`config.mk`:
```
export PLATFORM = sky130hd
export DESIGN_NAME = stream_upsizer_flat
export DESIGN_NICKNAME = d
export VERILOG_FILES = /design/src/rtl/stream_upsizer_if.sv /design/src/rtl/stream_upsizer.sv /design/src/flat_wrapper.sv
export SDC_FILE = /design/constraint.sdc
export NUM_CORES = 1
export LEC_CHECK = 0
export CAP_MARGIN = 10
export CELL_PAD_IN_SITES_DETAIL_PLACEMENT = 1
export CELL_PAD_IN_SITES_GLOBAL_PLACEMENT = 1
export CORE_MARGIN = 2
export CORE_UTILIZATION = 43
export CTS_BUF_LIST = sky130_fd_sc_hd__clkbuf_8 sky130_fd_sc_hd__clkbuf_16
export DETAILED_ROUTE_END_ITERATION = 10
export GPL_TIMING_DRIVEN = 0
export PLACE_DENSITY_LB_ADDON = 0.1
export SETUP_SLACK_MARGIN = 0.05
export SYNTH_ARGS = -nofsm -noshare
export SYNTH_HDL_FRONTEND = slang
export SYNTH_SLANG_ARGS = --single-unit
export TNS_END_PERCENT = 30
```
`constraint.sdc`:
```
create_clock -name clk -period 2.55 [get_ports clk]
set_input_delay 0.255 -clock clk [delete_from_list [all_inputs] [get_ports clk]]
set_output_delay 0.255 -clock clk [all_outputs]
set_load 0.03 [all_outputs]
```
`src/rtl/stream_upsizer_if.sv`:
```
// Valid/ready bundle for stream_upsizer: narrow input beat side and wide output word side.
// Flush-mode signals (in_last, out_cnt, out_last) exist only when UPSIZER_FLUSH_EN is defined.
interface stream_upsizer_if #(
  parameter int DATA_W = 32,
  parameter int RATIO  = 4
) ();
`ifdef UPSIZER_FLUSH_EN
  localparam int CNT_W = $clog2(RATIO + 1);
`endif

  logic                       in_valid;
  logic                       in_ready;
  logic [DATA_W-1:0]          in_data;
  logic                       out_valid;
  logic                       out_ready;
  logic [DATA_W*RATIO-1:0]    out_data;
`ifdef UPSIZER_FLUSH_EN
  logic                       in_last;
  logic [CNT_W-1:0]           out_cnt;
  logic                       out_last;
`endif

  modport slave (
    input  in_valid, in_data, out_ready,
    output in_ready, out_valid, out_data
`ifdef UPSIZER_FLUSH_EN
    , input  in_last
    , output out_cnt, out_last
`endif
  );

  modport master (
    output in_valid, in_data, out_ready,
    input  in_ready, out_valid, out_data
`ifdef UPSIZER_FLUSH_EN
    , output in_last
    , input  out_cnt, out_last
`endif
  );
endinterface

```
`src/rtl/stream_upsizer.sv`:
```
// Packs RATIO consecutive DATA_W-bit beats into one registered DATA_W*RATIO-bit word, lane 0 first.
// Optional UPSIZER_FLUSH_EN: in_last closes a word early, reporting out_cnt and out_last.
module stream_upsizer #(
  parameter int DATA_W = 32,
  parameter int RATIO  = 4
) (
  input  logic              clk,
  input  logic              rst_n,
  stream_upsizer_if.slave   bus
);
  localparam int IDX_W  = $clog2(RATIO);
  localparam int WORD_W = DATA_W * RATIO;
  localparam int ACC_W  = DATA_W * (RATIO - 1);
  localparam logic [IDX_W-1:0] IDX_LAST = IDX_W'(RATIO - 1);
`ifdef UPSIZER_FLUSH_EN
  localparam int CNT_W = $clog2(RATIO + 1);
`endif

  logic [IDX_W-1:0]   idx_r;
  logic [ACC_W-1:0]   acc_r;
  logic               out_full_r;
  logic [WORD_W-1:0]  out_data_r;
`ifdef UPSIZER_FLUSH_EN
  logic [CNT_W-1:0]   out_cnt_r;
  logic               out_last_r;
`endif

  logic               last_term_s;
  logic               in_ready_s;
  logic               accept_s;
  logic               complete_s;
  logic [WORD_W-1:0]  word_s;

`ifdef UPSIZER_FLUSH_EN
  assign last_term_s = bus.in_last;
`else
  assign last_term_s = 1'b0;
`endif

  // Stall input only when the next beat would complete a word that has nowhere to go.
  assign in_ready_s = ((idx_r != IDX_LAST) && !last_term_s) || !out_full_r || bus.out_ready;
  assign accept_s   = bus.in_valid && in_ready_s;
  assign complete_s = accept_s && ((idx_r == IDX_LAST) || last_term_s);

  // Assemble the completed word: collected lanes below idx, incoming beat at idx, zeros above.
  always_comb begin
    word_s = '0;
    for (int k = 0; k < RATIO - 1; k++) begin
      if (IDX_W'(k) < idx_r) begin
        word_s[k*DATA_W +: DATA_W] = acc_r[k*DATA_W +: DATA_W];
      end else begin
        word_s[k*DATA_W +: DATA_W] = {DATA_W{1'b0}};
      end
    end
    word_s[int'(idx_r)*DATA_W +: DATA_W] = bus.in_data;
  end

  // Lane counter, assembly buffer and output register.
  always_ff @(posedge clk or negedge rst_n) begin
    if (!rst_n) begin
      idx_r      <= '0;
      acc_r      <= '0;
      out_full_r <= 1'b0;
      out_data_r <= '0;
`ifdef UPSIZER_FLUSH_EN
      out_cnt_r  <= '0;
      out_last_r <= 1'b0;
`endif
    end else begin
      if (complete_s) begin
        // The output register is free or draining this edge, so it can load directly.
        out_data_r <= word_s;
        out_full_r <= 1'b1;
        idx_r      <= '0;
        acc_r      <= '0;
`ifdef UPSIZER_FLUSH_EN
        out_cnt_r  <= CNT_W'(idx_r) + CNT_W'(1);
        out_last_r <= last_term_s;
`endif
      end else begin
        if (accept_s) begin
          acc_r[int'(idx_r)*DATA_W +: DATA_W] <= bus.in_data;
          idx_r <= idx_r + IDX_W'(1);
        end else begin
          idx_r <= idx_r;
        end
        if (out_full_r && bus.out_ready) begin
          out_full_r <= 1'b0;
        end else begin
          out_full_r <= out_full_r;
        end
      end
    end
  end

  assign bus.in_ready  = in_ready_s;
  assign bus.out_valid = out_full_r;
  assign bus.out_data  = out_data_r;
`ifdef UPSIZER_FLUSH_EN
  assign bus.out_cnt   = out_cnt_r;
  assign bus.out_last  = out_last_r;
`endif

endmodule

```
`src/flat_wrapper.sv`:
```
// flat-port wrapper written by rule: the top's interface ports become plain ports
module stream_upsizer_flat 
#(
  parameter int DATA_W = 32,
  parameter int RATIO  = 4
)
  (clk, rst_n, bus_in_valid, bus_in_data, bus_out_ready, bus_in_ready, bus_out_valid, bus_out_data);
  stream_upsizer_if #(.DATA_W(DATA_W), .RATIO(RATIO)) bus_i ();
  input  logic clk;
  input  logic rst_n;
  input wire logic [$bits(bus_i.in_valid)-1:0] bus_in_valid;
  input wire logic [$bits(bus_i.in_data)-1:0] bus_in_data;
  input wire logic [$bits(bus_i.out_ready)-1:0] bus_out_ready;
  output wire logic [$bits(bus_i.in_ready)-1:0] bus_in_ready;
  output wire logic [$bits(bus_i.out_valid)-1:0] bus_out_valid;
  output wire logic [$bits(bus_i.out_data)-1:0] bus_out_data;
  assign bus_i.in_valid = bus_in_valid;
  assign bus_i.in_data = bus_in_data;
  assign bus_i.out_ready = bus_out_ready;
  assign bus_in_ready = bus_i.in_ready;
  assign bus_out_valid = bus_i.out_valid;
  assign bus_out_data = bus_i.out_data;
  stream_upsizer #(.DATA_W(DATA_W), .RATIO(RATIO)) u_core (.clk(clk), .rst_n(rst_n), .bus(bus_i));
endmodule
```
[Word level (Yosys, flattened, before mapping)]
Index checks and enable logic that the tools add are counted.
Word-level totals
  bits of input ports: 36
  output and inout port bits: 130
  flip-flop bits (word level): 227
Operators by class
  eq/ne operators: 2
  shift-type cells: 4
  reductions and logical operators: 8
  order comparisons: 3
  $add $sub $neg: 2
  mux-type cells: 11
Operators by type and width (number)
  $mux 96: 2
  $bwmux 128: 1
  $shift 32x33->128 const A: 1
  $shiftx 32x33->128: 1
  $bwmux 96: 1
  $mux 32: 3
  $shift 32x33->96 const A: 1
  $shiftx 32x33->96: 1
  $neg 7->33: 1
  $lt 1x2->1 const A: 2
  $mux 2: 2
  $reduce_bool 2->1: 2
  $logic_and 1x1->1: 3
  $add 2x1->2 const B: 1
  $eq 2x2->1 const B: 1
  $logic_or 1x1->1: 2
  $lt 2x2->1 const A: 1
  $mux 1: 2
  $ne 2x2->1 const B: 1
  $logic_not 1->1: 1

[Depth between registers and ports, before layout]
Gate-level depths: netlist (run 1).
  word-level depth: 6
  gate-level depth with buffers: 8
  gate-level depth less buffers: 5

[Worst setup path after synthesis (run 1)]
Ideal clock, no wire load.
  path type: register to register
  start: register u_core.idx_r[0]
  end: register u_core.out_data_r[34], in the netlist u_core.bus.out_data[34]
  path buffers: 3
  setup slack: 442 ps
  period minus slack after synthesis: 2108 ps
  data arrival time: 1984 ps
  library setup time: 125 ps
  stages on the path, launching flop included: 9
  path through: dfrtp_1 buf_2 inv_1 ha_1 and4b_1 buf_2 buf_6 a22o_1 mux2_2
Between the ends
  word-level cells in the longest chain between the ends: 5
  elaborated cells on any way between the ends: 12
  classes of those cells: add/sub: 1; order compare: 1; eq/ne: 2; shift: 2; mux: 2; reduce/logical: 4
Ends and longest elaborated chain
  start: declaration: line stream_upsizer.sv:19  | logic [IDX_W-1:0] idx_r;
  start signal: assignment: line stream_upsizer.sv:83  | idx_r <= idx_r + IDX_W'(1);
  start signal: assignment: line stream_upsizer.sv:85  | idx_r <= idx_r;
  branches (longest 5 deep; another with $neg 7->33)
  end signal: assignment: line stream_upsizer.sv:72  | out_data_r <= word_s;
  end: declaration: line stream_upsizer.sv:22  | logic [WORD_W-1:0] out_data_r;
Parallel ways; which one is timed is not known.
A chain may end at the register's enable or synchronous reset.

[Final worst setup path (run 1)]
  start: register u_core.idx_r[1]
  end: output bus_in_ready
Between the ends
  word-level cells in the longest chain between the ends: 3
Ends and longest elaborated chain
  $ne 2x2->1: line stream_upsizer.sv:41  | assign in_ready_s = ((idx_r != IDX_LAST) && !last_term_s) || !out_full_r || bus.out_ready;
  $logic_or 1x1->1 (2 in series): line stream_upsizer.sv:41
  end: declaration: line flat_wrapper.sv:14  | output wire logic [$bits(bus_i.in_ready)-1:0] bus_in_ready;
Every way passes these cells.

==> results of run 1 <==
## stage by stage
step	power, uW	setup WS [ns]	utilization
floorplan	7940	0.442	-
global placement	9800	-8.03	0.528
detailed placement	9970	0.0246	0.530
CTS	13400	0.0387	0.567
global route	14000	0.0457	0.568
finish	13400	0.169	0.568
## per-layer routing
metal,GRT usage,wire [um]
met5,0,0
met4,0.0605,533
met3,0.0447,1550
met2,0.410,13800
met1,0.324,12200
## area by class of cell
class	instances	area [sq um]
well taps	280	350
multi-input cells	378	3460
clock buffers	30	694
repair buffers	167	1690
inverters	4	15.0
fillers	2123	9370
plain buffers	64	332
flip-flops and latches	227	5680
diodes	1	2.50
clock inverters	13	82.6
## power groups by stage
stage / clock network (uW) / logic (uW) / registers (uW)
6_report: 3380 / 4850 / 5130
5_1_grt: 3610 / 5140 / 5240
4_1_cts: 3470 / 4860 / 5120
3_5_place_dp: 0 / 4800 / 5170
3_3_place_gp: 0 / 4670 / 5130
2_1_floorplan: 0 / 1960 / 5980
## flip-flops by register name (all words and copies together) (netlist names)
register and cells:
u_core.bus.out_valid 1, u_core.idx_r 2, u_core.bus.out_data 128, u_core.acc_r 96
## how the worst max path moves through the flow
stage	endpoint	cells after the start
after global placement	u_core.bus.out_data[47]	1
after floorplan	u_core.bus.out_data[34]	8
final	bus_in_ready	4
after global routing	u_core.acc_r[77]	7
after detailed placement	u_core.bus.out_data[124]	7
after CTS	u_core.bus.out_data[13]	7
## cell usage in the layout (no fill, tap or decap), types with 4 or more instances in the layout
cell               n
dfrtp_1          227
clkbuf_2           4
inv_1             12
clkbuf_8           5
a22o_1           161
clkbuf_1          24
clkbuf_16         25
ha_1               5
mux2_2            94
o2bb2ai_1         43
buf_4              6
buf_2             24
nand2_1           26
clkdlybuf4s50_1  163
a32o_1            22
## logic make-up after synthesis
group,Yosys count,share of synthesized area
AO/OA/AOI/OAI,229,0.215
multiplexers,96,0.114
buffers and inverters,68,0.0348
AND/OR/NAND/NOR,47,0.0279
adder cells (fa/ha/maj),6,0.00794
flip-flops,227,0.601
## repair_timing
action | 4_1_cts | 5_1_grt
gates resized for setup | 5 | 11
hold endpoints to repair | 100 | 0
gates cloned | 0 | 0
setup endpoints to repair | 17 | 104
hold buffers | 1 | 0
==> metrics.txt, run 1 <==
status complete, no violations; initial drt markers 292; Ys Warns 0; Worst setup SP type flip-flop; first-pass GRT wire length 44700 um; Seq/Total Area, Yosys 0.601; Vias/cell 5.92; Die H 152 um; Reg2Reg Setup Slack 0.17 ns; Post-CTS Setup Inserts 0; cts bufs inserted 24; asr flop ratio synth 1.00; Die Wd 152 um; Rows 54; share of layout cells above drive strength 1 0.198; CTS Buffer Depth 3; Peak Freq 420 MHz; CP startpoint u_core.idx_r[1]; drt total wl 28100 um; Max IR drop VDD 0.677 mV; number of synthesized register bits 227; sequential power share 0.384; most frequent cell after synthesis dfrtp_1; Vias 6892; Comb pwr share 0.363; Synth cell types 29; CTS Root Cell clkbuf_16; Final ANT Viol Nets 0; DRT Pass-1 Iters 5; # IOs 166; GRT Util Overall 0.242; total congestion overflow 0; H-Tree Depth 1; synth top area cells dfrtp_1, a22o_1, mux2_2; RSZ-0062 raised after global routing yes; DR DRC count 0; Tmin final 2.38 ns; core footprint 0.0217 sq mm; Syn Inst Count 673; wire per inst 24.2 um; CP required 2.30 ns; Final GP Congestion 0.839; Fin. Hold Viols 0; post-route setup TNS 0 ns; clock transition at the registers of the reported paths 0.06 ns; Min Hold Slack 0.345 ns; worst-skew pair later-pin latency 0.51 ns; cell area after synthesis 0.00946 sq mm; Max FO, Critical Path 10; Commonest cells post-synth dfrtp_1, a22o_1, mux2_2; syn_nets 715; Slew HR 0.482; ys flop type dfrtp_1; dpl cells 1119; largest net degree at the start of global routing 128; Worst R2R Path Depth 7; Crit path max-delay family buffers and inverters; r2r startpoint u_core.idx_r[0]; cells along the critical path ha_1 > buf_2 > nand3b_1 > dlygate4sd2_1; Pwr Density 1080 mW/mm^2; Final nets 908; MaxCap Viol Count 0; Int Pwr 8610 uW; nature of the critical path endpoint primary output; Crit Path Category reg2out; Worst EP arrival 2.13 ns; Clk network pwr share 0.253; Hold Crit Class in2async; setup violators final 0; Sw Share 0.355; Psw 4750 uW; starting density of the core 0.436; Finished Layout Cells 1164; Area Growth Syn to Fin 30.2%; CTS tree built; dpl hpwl 19400 um; Tightest Pin Transition 0.776 ns; buffer and inverter count on the worst path 2; vias in the first global route 7692; initial antenna violation count 1; Placed Area 0.0115 sq mm; Post-Synthesis Mean Instance Area 14.1 sq um; Synth top area share 0.601; CTS Sinks 227; port bufs 165; area leader, netlist dfrtp_1; Period Utilization, post-route 0.934; final slew viol count 0; Worst path slowest cell dfrtp_1; Design Area, Final 0.0123 sq mm; Fin Clk Skew 0.00929 ns; cell leakage power 0.00569 uW; Reg2Reg Capture Point u_core.acc_r[79]; Post-synth EDFFs 0; Die Area 0.0232 sq mm; CP peak stage delay 0.47 ns
Note: power is estimated with default switching activity, not from simulation.
==> run 2, diff against run 1 <==
--- a/config.mk
+++ b/config.mk
@@ -10,9 +10,10 @@
 export CELL_PAD_IN_SITES_GLOBAL_PLACEMENT = 1
 export CORE_MARGIN = 2
 export CORE_UTILIZATION = 43
-export CTS_BUF_LIST = sky130_fd_sc_hd__clkbuf_8 sky130_fd_sc_hd__clkbuf_16
+export CTS_CLUSTER_SIZE = 24
 export DETAILED_ROUTE_END_ITERATION = 10
 export GPL_TIMING_DRIVEN = 0
+export HOLD_SLACK_MARGIN = 0.03
 export PLACE_DENSITY_LB_ADDON = 0.1
 export SETUP_SLACK_MARGIN = 0.05
 export SYNTH_ARGS = -nofsm -noshare
==> metrics.txt, run 2 (synthesis results as in run 1) <==
status complete, no violations (unchanged); wire per inst 24.4 um (was 24.2 um); CTS tree built (unchanged); total congestion overflow 0 (unchanged); Post-CTS Setup Inserts 0 (unchanged); CP required 3.01 ns (was 2.30 ns); drt total wl 28400 um (was 28100 um); dpl cells 1119 (unchanged); Pwr Density 1100 mW/mm^2 (was 1080 mW/mm^2); antenna cells 0 (was 1); Die Wd 152 um (unchanged); Worst setup SP type flip-flop (unchanged); Reg2Reg Setup Slack 0.13 ns (was 0.17 ns); Peak Freq 414 MHz (was 420 MHz); core footprint 0.0217 sq mm (unchanged); Finished Layout Cells 1164 (unchanged); Rows 54 (unchanged); final slew viol count 0 (unchanged); Worst path slowest cell dfrtp_1 (unchanged); Reg2Reg Capture Point u_core.bus.out_data[87] (was u_core.acc_r[79]); cells along the critical path buf_4 > inv_1 > ha_2 > nor4bb_2 > buf_2 > clkbuf_4 > a22o_1 > mux2_2 (was ha_1 > buf_2 > nand3b_1 > dlygate4sd2_1); Max FO, Critical Path 10 (unchanged); DR DRC count 0 (unchanged); first-pass GRT wire length 45400 um (was 44700 um); nature of the critical path endpoint flip-flop (was primary output); DRT Pass-1 Iters 4 (was 5); Crit Path Category reg2reg (was reg2out); Slew HR 0.462 (was 0.482); initial antenna violation count 0 (was 1); dpl hpwl 19400 um (unchanged); Fin. Hold Viols 0 (unchanged); port bufs 165 (unchanged); Die Area 0.0232 sq mm (unchanged); Period Utilization, post-route 0.947 (was 0.934); Max IR drop VDD 0.535 mV (was 0.677 mV); Final ANT Viol Nets 0 (unchanged); Vias/cell 5.91 (was 5.92); CTS Sinks 227 (unchanged); Hold Crit Class in2async (unchanged); starting density of the core 0.436 (unchanged); H-Tree Depth 1 (unchanged); most common cell after layout, fill and taps aside dfrtp_1 (unchanged); Tightest Pin Transition 0.806 ns (was 0.776 ns); RSZ-0062 raised after global routing yes (unchanged); max reg flops 128 (unchanged); clock transition at the registers of the reported paths 0.06 ns (about the same); Fillers 2133 (was 2123); Crit path max-delay family buffers and inverters (unchanged); total power 13600 uW (was 13400 uW); buffer and inverter count on the worst path 4 (was 2); cts bufs inserted 24 (unchanged); r2r startpoint u_core.idx_r[0] (unchanged); Fin Clk Skew 0.00939 ns (was 0.00929 ns); CTS Buffer Depth 3 (unchanged); Die H 152 um (unchanged); vias in the first global route 7787 (was 7692); worst-skew pair later-pin latency 0.52 ns (was 0.51 ns); largest net degree at the start of global routing 128 (unchanged); CTS Root Cell clkbuf_16 (unchanged); # IOs 166 (unchanged); Area Growth Syn to Fin 30.8% (was 30.2%); MaxCap Viol Count 0 (unchanged); Final GP Congestion 0.839 (unchanged); share of layout cells above drive strength 1 0.208 (was 0.198); initial drt markers 333 (was 292); Worst R2R Path Depth 8 (was 7); Worst EP arrival 2.87 ns (was 2.13 ns); Tmin final 2.42 ns (was 2.38 ns); most frequent cells in the layout dfrtp_1, clkdlybuf4s50_1, a22o_1 (unchanged); setup violators final 0 (unchanged); Vias 6879 (was 6892); cell leakage power 0.00569 uW (unchanged); GRT Util Overall 0.245 (was 0.242); CP peak stage delay 0.43 ns (was 0.47 ns); Final nets 908 (unchanged)
-- run 2: cell count changes in the layout (fill, tap and decap cells not counted), sizes merged --
cell      before  now
inv           12    4
clkbuf        61   65
clkinv         3    7
buf           35   34
bufinv         1    2
clkinvlp       1    2
diode          1    0
-- run 2: stage by stage --
step / hold slack, ns / utilization / setup slack (ns) / cell area, sq um / TNS, ns
final: 0.337 / 0.570 / 0.134 / 12400 / 0
after global routing: 0.433 / 0.570 / 0.0255 / 12400 / 0
after CTS: 0.396 / 0.569 / 0.0399 / 12300 / 0
after detailed placement: 0.339 / 0.530 / 0.0246 / 11500 / 0
after global placement: 0.472 / 0.528 / -8.03 / 11500 / -1819.25
after floorplan: -0.0406 / - / 0.442 / 9460 / 0
-- run 2: where the power goes --
group | total, uW | switching, uW | internal [uW]
sequential | 5130 | 594 | 4540
combinational | 4850 | 2780 | 2060
clock | 3650 | 1460 | 2190
total | 13600 | 4840 | 8800
-- run 2: per-layer routing --
layer / up-vias / global-route usage / routed length, um
met4: 0 / 0.0690 / 584
met1: 3654 / 0.325 / 12000
met3: 36 / 0.0418 / 1600
li1: 2986 / - / -
met2: 203 / 0.419 / 14200
met5: - / 0 / 0
-- run 2: how the worst max path moves through the flow --
stage               slack, ns                        to  cells past startpoint       startpoint
floorplan                0.44   u_core.bus.out_data[34]                      8  u_core.idx_r[0]
global placement        -8.03   u_core.bus.out_data[47]                      1            rst_n
detailed placement       0.02  u_core.bus.out_data[124]                      7  u_core.idx_r[0]
CTS                      0.04    u_core.bus.out_data[2]                      7  u_core.idx_r[0]
global route             0.03   u_core.bus.out_data[31]                      8  u_core.idx_r[0]
finish                   0.13   u_core.bus.out_data[87]                      8  u_core.idx_r[0]
-- run 2: final cells by class --
type	count	area, sq um	share of cell area
multi-input cells	378	3460	0.280
flip-flops and latches	227	5680	0.459
clock inverters	11	114	0.00920
well taps	280	350	0.0283
repair buffers	167	1690	0.137
plain buffers	64	332	0.0268
inverters	4	15.0	0.00121
clock buffers	33	726	0.0587
-- run 2: what timing repair did --
item,4_1_cts,5_1_grt
resized for setup,3,14
endpoints found under the hold margin,100,0
hold buffers,1,0
endpoints found under the setup margin,42,108
-- run 2: worst register-to-register path, delay by kind of cell (launching register included) --
kind	cells	cell delay, ns
buffers and inverters	4	0.80
flip-flops	1	0.43
adder cells (fa/ha/maj)	1	0.42
AND/OR/NAND/NOR	1	0.36
AO/OA/AOI/OAI	1	0.19
multiplexers	1	0.16
==> run 3, diff against run 2 <==
--- a/config.mk
+++ b/config.mk
@@ -8,6 +8,7 @@
 export CAP_MARGIN = 10
 export CELL_PAD_IN_SITES_DETAIL_PLACEMENT = 1
 export CELL_PAD_IN_SITES_GLOBAL_PLACEMENT = 1
+export CORE_ASPECT_RATIO = 1.4
 export CORE_MARGIN = 2
 export CORE_UTILIZATION = 43
 export CTS_CLUSTER_SIZE = 24
==> metrics.txt, run 3 (synthesis results as in run 1) <==
RSZ-0062 raised after global routing yes (unchanged); dpl hpwl 20100 um (was 19400 um); sequential power share 0.377 (about the same); final core utilization 0.570 (about the same); DR DRC count 0 (unchanged); share of layout cells above drive strength 1 0.198 (was 0.208); CP required 3.00 ns (was 3.01 ns); initial drt markers 372 (was 333); Tightest Pin Transition 0.805 ns (was 0.806 ns); largest net degree at the start of global routing 123 (was 128); Max IR drop VDD 0.507 mV (was 0.535 mV); Max FO, Critical Path 10 (unchanged); Reg2Reg Setup Slack 0.12 ns (was 0.13 ns); Min Hold Slack 0.377 ns (was 0.337 ns); MaxCap Viol Count 0 (unchanged); setup violators final 0 (unchanged); most frequent cells in the layout dfrtp_1, clkdlybuf4s50_1, a22o_1 (unchanged); max reg flops 128 (unchanged); CTS tree built (unchanged); clock transition at the registers of the reported paths 0.07 ns (was 0.06 ns); Period Utilization, post-route 0.953 (was 0.947); Vias 6861 (was 6879); core footprint 0.0217 sq mm (about the same); most common cell after layout, fill and taps aside dfrtp_1 (unchanged); Fin. Hold Viols 0 (unchanged); total power 13600 uW (about the same); antenna cells 0 (unchanged); Fin Clk Skew 0.00891 ns (was 0.00939 ns); Area Growth Syn to Fin 30.8% (about the same); worst-skew pair later-pin latency 0.51 ns (was 0.52 ns); wire per inst 24.4 um (about the same); Crit Path Category reg2reg (unchanged); Worst EP arrival 2.88 ns (was 2.87 ns); Final nets 907 (was 908); Pwr Density 1100 mW/mm^2 (about the same); Rows 64 (was 54); Clk network pwr share 0.272 (was 0.268); Die Wd 129 um (was 152 um); CTS Sinks 227 (unchanged); Final GP Congestion 0.827 (was 0.839); Hold Crit Class in2async (unchanged); DRT Pass-1 Iters 5 (was 4); Final ANT Viol Nets 0 (unchanged); Slew HR 0.464 (was 0.462); Comb pwr share 0.351 (was 0.355); H-Tree Depth 1 (unchanged); post-route setup TNS 0 ns (unchanged); starting density of the core 0.436 (about the same); final slew viol count 0 (unchanged); status complete, no violations (unchanged); total congestion overflow 0 (unchanged); first-pass GRT wire length 45300 um (was 45400 um); Peak Freq 412 MHz (was 414 MHz); Worst setup SP type flip-flop (unchanged); CTS Buffer Depth 3 (unchanged); GRT Util Overall 0.253 (was 0.245); Int Pwr 8850 uW (was 8800 uW); Psw 4790 uW (was 4840 uW); Sw Share 0.351 (was 0.355); Die H 179 um (was 152 um); nature of the critical path endpoint flip-flop (unchanged); Die Area 0.0232 sq mm (about the same); # IOs 166 (unchanged); drt total wl 28700 um (was 28400 um); CTS Root Cell clkbuf_16 (unchanged); Tmin final 2.43 ns (was 2.42 ns); cts bufs inserted 23 (was 24); cell leakage power 0.00567 uW (was 0.00569 uW); initial antenna violation count 0 (unchanged); port bufs 165 (unchanged); Vias/cell 5.82 (was 5.91); Worst R2R Path Depth 7 (was 8); vias in the first global route 7669 (was 7787)
[run 3: cell count changes in the layout (fill, tap and decap cells not counted), moves of 2 or more]
cell,change
bufinv_16,+3
clkinv_2,-4
buf_2,+2
clkbuf_8,-4
clkbuf_2,-2
clkbuf_16,-2
clkbuf_1,+5
clkbuf_4,-2
[run 3: worst paths after layout]
kind                                 startpoint                        to
worst max-delay path            u_core.idx_r[0]    u_core.bus.out_data[6]
worst min-delay path                      rst_n   u_core.bus.out_data[92]
worst max register to register  u_core.idx_r[0]    u_core.bus.out_data[6]
worst min register to register  u_core.acc_r[7]           u_core.acc_r[7]
max in group asynchronous                 rst_n  u_core.bus.out_data[126]
min in group clk                u_core.acc_r[7]           u_core.acc_r[7]
[run 3: final cells by class]
type | count | area (sq um)
Fill cell | 2115 | 9330
Sequential cell | 227 | 5680
Multi-Input combinational cell | 378 | 3460
Timing Repair Buffer | 167 | 1690
Clock buffer | 30 | 632
Tap cell | 297 | 372
Buffer | 64 | 324
Clock inverter | 11 | 200
Inverter | 4 | 15.0
[run 3: metrics by stage]
stage / setup WS (ns) / instances / area, sq um
after floorplan: 0.442 / 673 / 9460
after global placement: -7.86 / 1135 / 11500
after detailed placement: -0.0304 / 1136 / 11500
after CTS: 0.0250 / 1178 / 12400
after global routing: 0.0338 / 1178 / 12400
final: 0.120 / 1178 / 12400
[run 3: metal layers]
layer | vias to the layer above | GRT usage | wire, um
met5 | - | 0 | 0
met2 | 220 | 0.450 | 15000
li1 | 2986 | - | -
met3 | 60 | 0.0354 | 1430
met4 | 0 | 0.0826 | 963
met1 | 3595 | 0.313 | 11300
[run 3: critical path, cell delays in order (launching register included)]
cell,delay [ns]
dfrtp_1,0.41
clkbuf_4,0.24
inv_1,0.10
ha_1,0.32
nor2_1,0.42
clkbuf_1,0.49
a22o_1,0.23
mux2_2,0.15
[run 3: power groups by stage]
stage	registers (uW)	logic, uW	clock network, uW
after global placement	5140	4650	0
after CTS	5150	4820	3770
after detailed placement	5190	4780	0
after floorplan	5980	1960	0
after global routing	5260	5100	3910
final	5140	4790	3710
[run 3: repair_timing]
| item | CTS | global route |
|---|---|---|
| hold endpoints to repair | 105 | 0 |
| setup endpoints to repair | 25 | 174 |
| pin swaps | 0 | 0 |
| setup buffers | 0 | 0 |
| gates resized for setup | 3 | 7 |
| hold buffers | 1 | 0 |
